$ cat config.mk
export PLATFORM = sky130hd
export DESIGN_NAME = lvds_train_sched
export DESIGN_NICKNAME = d
export VERILOG_FILES = /design/src/rtl/lvds_train_pkg.sv /design/src/rtl/train_timeout_cnt.sv /design/src/rtl/lvds_train_sched.sv
export SDC_FILE = /design/constraint.sdc
export NUM_CORES = 1
export LEC_CHECK = 0
export ABC_CLOCK_PERIOD_IN_PS = 3000
export CORE_ASPECT_RATIO = 2
export CORE_MARGIN = 3
export CORE_UTILIZATION = 46
export CTS_BUF_LIST = sky130_fd_sc_hd__clkbuf_4 sky130_fd_sc_hd__clkbuf_8
export DETAILED_ROUTE_END_ITERATION = 12
export PLACE_DENSITY_LB_ADDON = 0.12
export SETUP_SLACK_MARGIN = 0.4
export SYNTH_ARGS = -nofsm -noshare
export SYNTH_HDL_FRONTEND = slang
export SYNTH_SLANG_ARGS = --single-unit
$ cat constraint.sdc
create_clock -name clk_rxg -period 3 [get_ports clk_rxg]
set_input_delay 0.3 -clock clk_rxg [delete_from_list [all_inputs] [get_ports clk_rxg]]
set_output_delay 0.3 -clock clk_rxg [all_outputs]
set_load 0.005 [all_outputs]
$ cat src/rtl/lvds_train_pkg.sv
// rtl/lvds_train_pkg.sv - shared states and default constants for the LVDS training scheduler
package lvds_train_pkg;

  typedef enum logic [2:0] {
    IDLE      = 3'd0,
    SELECT    = 3'd1,
    START     = 3'd2,
    WAIT_CLR  = 3'd3,
    WAIT_DONE = 3'd4,
    EVAL      = 3'd5,
    NEXT      = 3'd6,
    FINISH    = 3'd7
  } train_state_e;

  localparam int unsigned DEF_START_HOLD  = 8;
  localparam int unsigned DEF_TIMEOUT_CYC = 1048575;
  // Timeout counter never narrower than this, whatever TIMEOUT_CYC is.
  localparam int unsigned MIN_TO_W        = 20;

endpackage

$ cat src/rtl/train_timeout_cnt.sv
// rtl/train_timeout_cnt.sv - clear/enable saturating counter with terminal flag
module train_timeout_cnt #(
  parameter int unsigned    W   = 20,
  parameter logic [W-1:0]   MAX = '1
) (
  input  logic clk,
  input  logic rst_n,
  input  logic clr,
  input  logic en,
  output logic term
);

  logic [W-1:0] count;

  // Count up while enabled, stick at MAX so the terminal flag cannot wrap away.
  always_ff @(posedge clk or negedge rst_n) begin
    if (!rst_n) begin
      count <= '0;
    end else if (clr) begin
      count <= '0;
    end else if (en && (count != MAX)) begin
      count <= count + 1'b1;
    end
  end

  assign term = (count == MAX);

endmodule

$ cat src/rtl/lvds_train_sched.sv
// rtl/lvds_train_sched.sv - sequential per-channel LVDS training scheduler (optional retry: LVDS_TRAIN_AUTO_RETRY_EN)
module lvds_train_sched
  import lvds_train_pkg::*;
#(
  parameter int unsigned  CH_NUM      = 4,
  parameter int unsigned  START_HOLD  = DEF_START_HOLD,
  parameter int unsigned  TIMEOUT_CYC = DEF_TIMEOUT_CYC,
  parameter int unsigned  MAX_RETRY   = 3,
  localparam int unsigned CW          = $clog2(CH_NUM + 1),
  localparam int unsigned RW          = (MAX_RETRY > 0) ? $clog2(MAX_RETRY + 1) : 1
) (
  input  logic              clk_rxg,
  input  logic              rst_rx_n,
  input  logic              train_req,
  input  logic              train_abort,
  input  logic [CH_NUM-1:0] ch_mask,
  input  logic [CH_NUM-1:0] training_done,
  input  logic [CH_NUM-1:0] loc_ok,
  output logic [CH_NUM-1:0] cmd_start_training,
  output logic              busy,
  output logic              all_done,
  output logic              all_ok,
  output logic [CH_NUM-1:0] ch_ok,
  output logic [CH_NUM-1:0] ch_fail,
  output logic              timeout_flag,
  output logic [CW-1:0]     cur_ch,
  output logic [RW-1:0]     retry_cnt
);

  localparam int unsigned     HW     = $clog2(START_HOLD);
  localparam int unsigned     TW_RAW = $clog2(TIMEOUT_CYC + 1);
  localparam int unsigned     TW     = (TW_RAW > MIN_TO_W) ? TW_RAW : MIN_TO_W;
  localparam logic [CW-1:0]   CH_END = CW'(CH_NUM);
  localparam logic [CH_NUM-1:0] CH_ONE = CH_NUM'(1);

  train_state_e      state, state_n;
  logic [CH_NUM-1:0] mask_q;
  logic [CH_NUM-1:0] ch_sel;
  logic              sel_en, done_cur, lok_cur;
  logic              hold_end, to_term, in_wait;
  logic              att_to, eval_pass, eval_retry;

  // One-hot of the channel in service; all-zero once cur_ch has run past the last channel.
  assign ch_sel    = CH_ONE << cur_ch;
  assign sel_en    = |(mask_q & ch_sel);
  assign done_cur  = |(training_done & ch_sel);
  assign lok_cur   = |(loc_ok & ch_sel);
  assign in_wait   = (state == WAIT_CLR) || (state == WAIT_DONE);
  assign eval_pass = lok_cur && !att_to;

  train_timeout_cnt #(.W(HW), .MAX(HW'(START_HOLD - 1))) u_hold_cnt (
    .clk   (clk_rxg),
    .rst_n (rst_rx_n),
    .clr   (state != START),
    .en    (1'b1),
    .term  (hold_end)
  );

  train_timeout_cnt #(.W(TW), .MAX(TW'(TIMEOUT_CYC))) u_to_cnt (
    .clk   (clk_rxg),
    .rst_n (rst_rx_n),
    .clr   (state == START),
    .en    (in_wait),
    .term  (to_term)
  );

`ifdef LVDS_TRAIN_AUTO_RETRY_EN
  localparam logic [RW-1:0] RETRY_MAX = RW'(MAX_RETRY);

  assign eval_retry = !eval_pass && (retry_cnt < RETRY_MAX);

  // Repeat counter for the channel in service; restarts whenever a channel is picked.
  always_ff @(posedge clk_rxg or negedge rst_rx_n) begin
    if (!rst_rx_n) begin
      retry_cnt <= '0;
    end else if (state == SELECT) begin
      retry_cnt <= '0;
    end else if ((state == EVAL) && eval_retry && !train_abort) begin
      retry_cnt <= retry_cnt + 1'b1;
    end
  end
`else
  assign eval_retry = 1'b0;
  assign retry_cnt  = '0;
`endif

  // State register.
  always_ff @(posedge clk_rxg or negedge rst_rx_n) begin
    if (!rst_rx_n) state <= IDLE;
    else           state <= state_n;
  end

  // Next-state logic; abort overrides everything outside IDLE.
  always_comb begin
    state_n = state;
    case (state)
      IDLE:      if (train_req) state_n = SELECT;
      SELECT:    if (cur_ch == CH_END) state_n = FINISH;
                 else if (sel_en)      state_n = START;
      START:     if (hold_end) state_n = WAIT_CLR;
      WAIT_CLR:  if (to_term)        state_n = EVAL;
                 else if (!done_cur) state_n = WAIT_DONE;
      WAIT_DONE: if (to_term || done_cur) state_n = EVAL;
      EVAL:      state_n = eval_retry ? START : NEXT;
      NEXT:      state_n = SELECT;
      FINISH:    state_n = IDLE;
      default:   state_n = IDLE;
    endcase
    if (train_abort && (state != IDLE)) state_n = IDLE;
  end

  // Pass bookkeeping: mask latch, channel pointer, sticky results and the start drive.
  always_ff @(posedge clk_rxg or negedge rst_rx_n) begin
    if (!rst_rx_n) begin
      mask_q             <= '0;
      cur_ch             <= '0;
      ch_ok              <= '0;
      ch_fail            <= '0;
      timeout_flag       <= 1'b0;
      att_to             <= 1'b0;
      all_done           <= 1'b0;
      all_ok             <= 1'b0;
      busy               <= 1'b0;
      cmd_start_training <= '0;
    end else begin
      busy               <= (state_n != IDLE);
      cmd_start_training <= ((state == START) && !train_abort) ? ch_sel : '0;
      if (train_abort && (state != IDLE)) begin
        all_done <= 1'b0;
        all_ok   <= 1'b0;
      end else begin
        case (state)
          IDLE: begin
            if (train_req) begin
              mask_q       <= ch_mask;
              ch_ok        <= '0;
              ch_fail      <= '0;
              timeout_flag <= 1'b0;
              all_done     <= 1'b0;
              all_ok       <= 1'b0;
              cur_ch       <= '0;
            end else if (train_abort) begin
              all_done <= 1'b0;
              all_ok   <= 1'b0;
            end
          end
          SELECT: begin
            // Flags are raised on the way into FINISH so they are visible during it.
            if (cur_ch == CH_END) begin
              all_done <= 1'b1;
              all_ok   <= (ch_ok == mask_q) && (mask_q != '0);
            end else if (!sel_en) begin
              cur_ch <= cur_ch + 1'b1;
            end
          end
          START: att_to <= 1'b0;
          WAIT_CLR, WAIT_DONE: begin
            if (to_term) begin
              timeout_flag <= 1'b1;
              att_to       <= 1'b1;
            end
          end
          EVAL: begin
            if (eval_pass)        ch_ok   <= ch_ok | ch_sel;
            else if (!eval_retry) ch_fail <= ch_fail | ch_sel;
          end
          NEXT: cur_ch <= cur_ch + 1'b1;
          default: ;
        endcase
      end
    end
  end

endmodule

==> results.json <==
{
  "met3WireLength_microns": 189,
  "num_vias": 2170,
  "area_growth_pct": 16.6,
  "cts-root-buf": "clkbuf_8",
  "holdBufCountCts": 0,
  "dp_hpwl_microns": 4780,
  "nFillCells": 530,
  "final_hold_viol_count": 0,
  "grt_pass1_wl_microns": 10800,
  "p_leak_nw": 1.40,
  "critPathKind": "reg2reg",
  "cts_resized": 0,
  "design.portCount": 37,
  "highest_layer": "met4",
  "cts_tree": "yes",
  "syn_area_per_cell_sq_um": 9.45,
  "place_area_sq_um": 3090,
  "grt.total_usage": 0.205,
  "syn_inst": 288,
  "fin_worst_skew_ns": 0.00743,
  "setup_viol": 0,
  "grt-ovfl-total": 0,
  "clock_sinks": 50,
  "antenna_cells": 0,
  "portBuffers": 34,
  "max_slew.worst_pin.slew_ns": 0.751,
  "drv_slew": 0,
  "drt-met1-wl_microns": 2340,
  "clk_latency_ns": 0.30,
  "dominantRegCellSynth": "dfrtp_1",
  "arrival_ns": 2.49,
  "final_util": 0.556,
  "drc": 0,
  "drt_wl_total_microns": 6370,
  "dieWidth_microns": 60.4,
  "fmax_mhz": 440,
  "row_count": 39,
  "yosys_register_bits": 50,
  "slew_headroom": 0.495,
  "required_ns": 3.21,
  "drv_cap": 0,
  "vdd_ir_drop_max_mv": 0.476,
  "final_layout_size_suffix_gt1_frac": 0.0696,
  "h-tree-depth": 2,
  "drtIter0Drc": 73,
  "synth_cell_types": 50,
  "end_kind": "register",
  "via_per_inst": 5.76,
  "fin_setup_tns_ns": 0,
  "nets": 341,
  "wire_per_inst_microns": 16.9,
  "synth-async-reset-ratio": 1.00,
  "start_util": 0.477,
  "synth-seq-area-share": 0.460,
  "clock_path_buffers": 2,
  "fin_area_sq_um": 3170,
  "finalCriticalPeriod_ns": 2.27,
  "route.met2.wl_microns": 3690,
  "ant_nets": 0,
  "hold_path_class": "in2async",
  "first_pass_iters": 4,
  "run_status": "completed",
  "clkSlewWorstSetupHoldPaths_ns": 0.09,
  "globalplace.congestion": 0.768,
  "antenna_found_initial": 0,
  "grt_max_degree": 34,
  "ys_warn_count": 0,
  "core_area_sq_um": 5710,
  "synth_edf_count": 0,
  "worstPathMaxFanout": 12,
  "fin_crit_sh": 0.757,
  "fp.dieH_microns": 115,
  "startpoint_type": "register",
  "post-cts-setup-buffer-count": 0,
  "cts_buffers": 5,
  "power_per_cell_area_nw_per_um2": 631,
  "synthesis.area_sq_um": 2720,
  "rsz0062_at_grt": "no",
  "grt_pass1_vias": 2223,
  "die_area_sq_um": 6930
}
[placed cells by master, fill, tap and decap left out, drive strengths merged, types with 5 or more instances in the layout]
master | synthesis | layout
a21oi | 7 | 7
buf | 6 | 5
clkbuf | 11 | 6
clkdlybuf4s50 | 0 | 33
dfrtp | 50 | 50
ha | 8 | 8
inv | 12 | 12
mux2i | 8 | 8
nand2 | 44 | 44
nand3 | 8 | 8
nand4 | 5 | 5
nor2 | 31 | 31
nor3 | 7 | 7
o211ai | 7 | 7
o21ai | 15 | 15
xnor2 | 14 | 14
[synth_stat cells, types with 2 or more instances]
master,instances,share of area
a2111oi_2,4,0.022
a211oi_1,3,0.0083
a21oi_1,7,0.013
a222oi_1,2,0.0074
a22oi_1,3,0.0083
a31oi_1,2,0.0046
a32o_1,3,0.011
and3_1,2,0.0046
and3b_1,2,0.0064
and4_1,2,0.0064
buf_2,4,0.0074
buf_4,2,0.0055
clkbuf_1,11,0.015
dfrtp_1,50,0.46
ha_1,8,0.037
inv_1,12,0.017
mux2i_1,8,0.029
nand2_1,44,0.061
nand2b_1,3,0.0069
nand3_1,8,0.015
nand3b_1,3,0.0083
nand4_1,3,0.0069
nor2_1,31,0.043
nor3_1,7,0.013
o211ai_1,7,0.019
o21ai_0,14,0.026
or3_1,4,0.0092
or4_1,3,0.0083
xnor2_1,14,0.045
xor2_1,2,0.0064
[sequential cells by signal, indices dropped and copies added, names as in the netlist]
| name | cells |
|---|---|
| u_to_cnt.count | 20 |
| ch_fail | 4 |
| ch_ok | 4 |
| cmd_start_training | 4 |
| mask_q | 4 |
| cur_ch | 3 |
| state | 3 |
| u_hold_cnt.count | 3 |
| all_done | 1 |
| all_ok | 1 |
| att_to | 1 |
| busy | 1 |
| timeout_flag | 1 |
[kinds of logic after synthesis]
family | after synthesis | synth area share
multiplexers | 8 | 0.0294
flip-flops | 50 | 0.460
other | 1 | 0.00138
AO/OA/AOI/OAI | 55 | 0.154
adder cells (fa/ha/maj) | 8 | 0.0368
buffers and inverters | 29 | 0.0446
AND/OR/NAND/NOR | 121 | 0.223
XOR/XNOR | 16 | 0.0515
[path summary, 6_finish.rpt]
kind / startpoint / endpoint / slack, ns / cells after the start
worst max-delay path: cur_ch[2] / ch_fail[0] / 0.73 / 7
worst min-delay path: rst_rx_n / u_to_cnt.count[13] / 0.06 / 1
worst max register to register: cur_ch[2] / ch_fail[0] / 0.73 / 7
worst min register to register: u_to_cnt.count[19] / u_to_cnt.count[19] / 0.48 / 1
max in group asynchronous: rst_rx_n / ch_fail[3] / 2.22 / 2
min in group clk_rxg: u_to_cnt.count[19] / u_to_cnt.count[19] / 0.48 / 1
[worst max-delay path, cell delays in order, from the launching register on]
cell and delay, ns:
dfrtp_1 0.56, inv_1 0.21, ha_1 0.32, nand2_1 0.08, o21ai_0 0.07, nand2b_1 0.10
or4b_2 0.64, o21ai_0 0.20
[area by class of cell]
type	instances	area [sq um]	area share
Clock buffer	6	82.6	0.0260
Tap cell	61	76.3	0.0241
Sequential cell	50	1250	0.394
Multi-Input combinational cell	210	1350	0.426
Timing Repair Buffer	38	365	0.115
Inverter	12	45.0	0.0142
[routing by layer]
layer,vias up,GRT usage
met5,-,0
met3,11,0.0416
met4,0,0.0680
li1,1068,-
met2,44,0.378
met1,1047,0.224
[stage by stage]
step / instances / power, mW / hold slack [ns] / setup WS (ns)
2_1_floorplan: 289 / 1.38 / 0.00441 / 0.948
3_3_place_gp: 371 / 1.61 / 0.428 / 0.823
3_5_place_dp: 371 / 1.62 / 0.419 / 0.717
4_1_cts: 377 / 2.02 / 0.0875 / 0.721
5_1_grt: 377 / 2.16 / 0.113 / 0.574
6_report: 377 / 2.00 / 0.0578 / 0.728
[power breakdown]
part / internal (mW) / switching (mW)
Sequential: 0.762 / 0.151
Combinational: 0.287 / 0.408
Clock: 0.178 / 0.215
Total: 1.23 / 0.774
No activity file was read; power rests on OpenSTA's default activity.
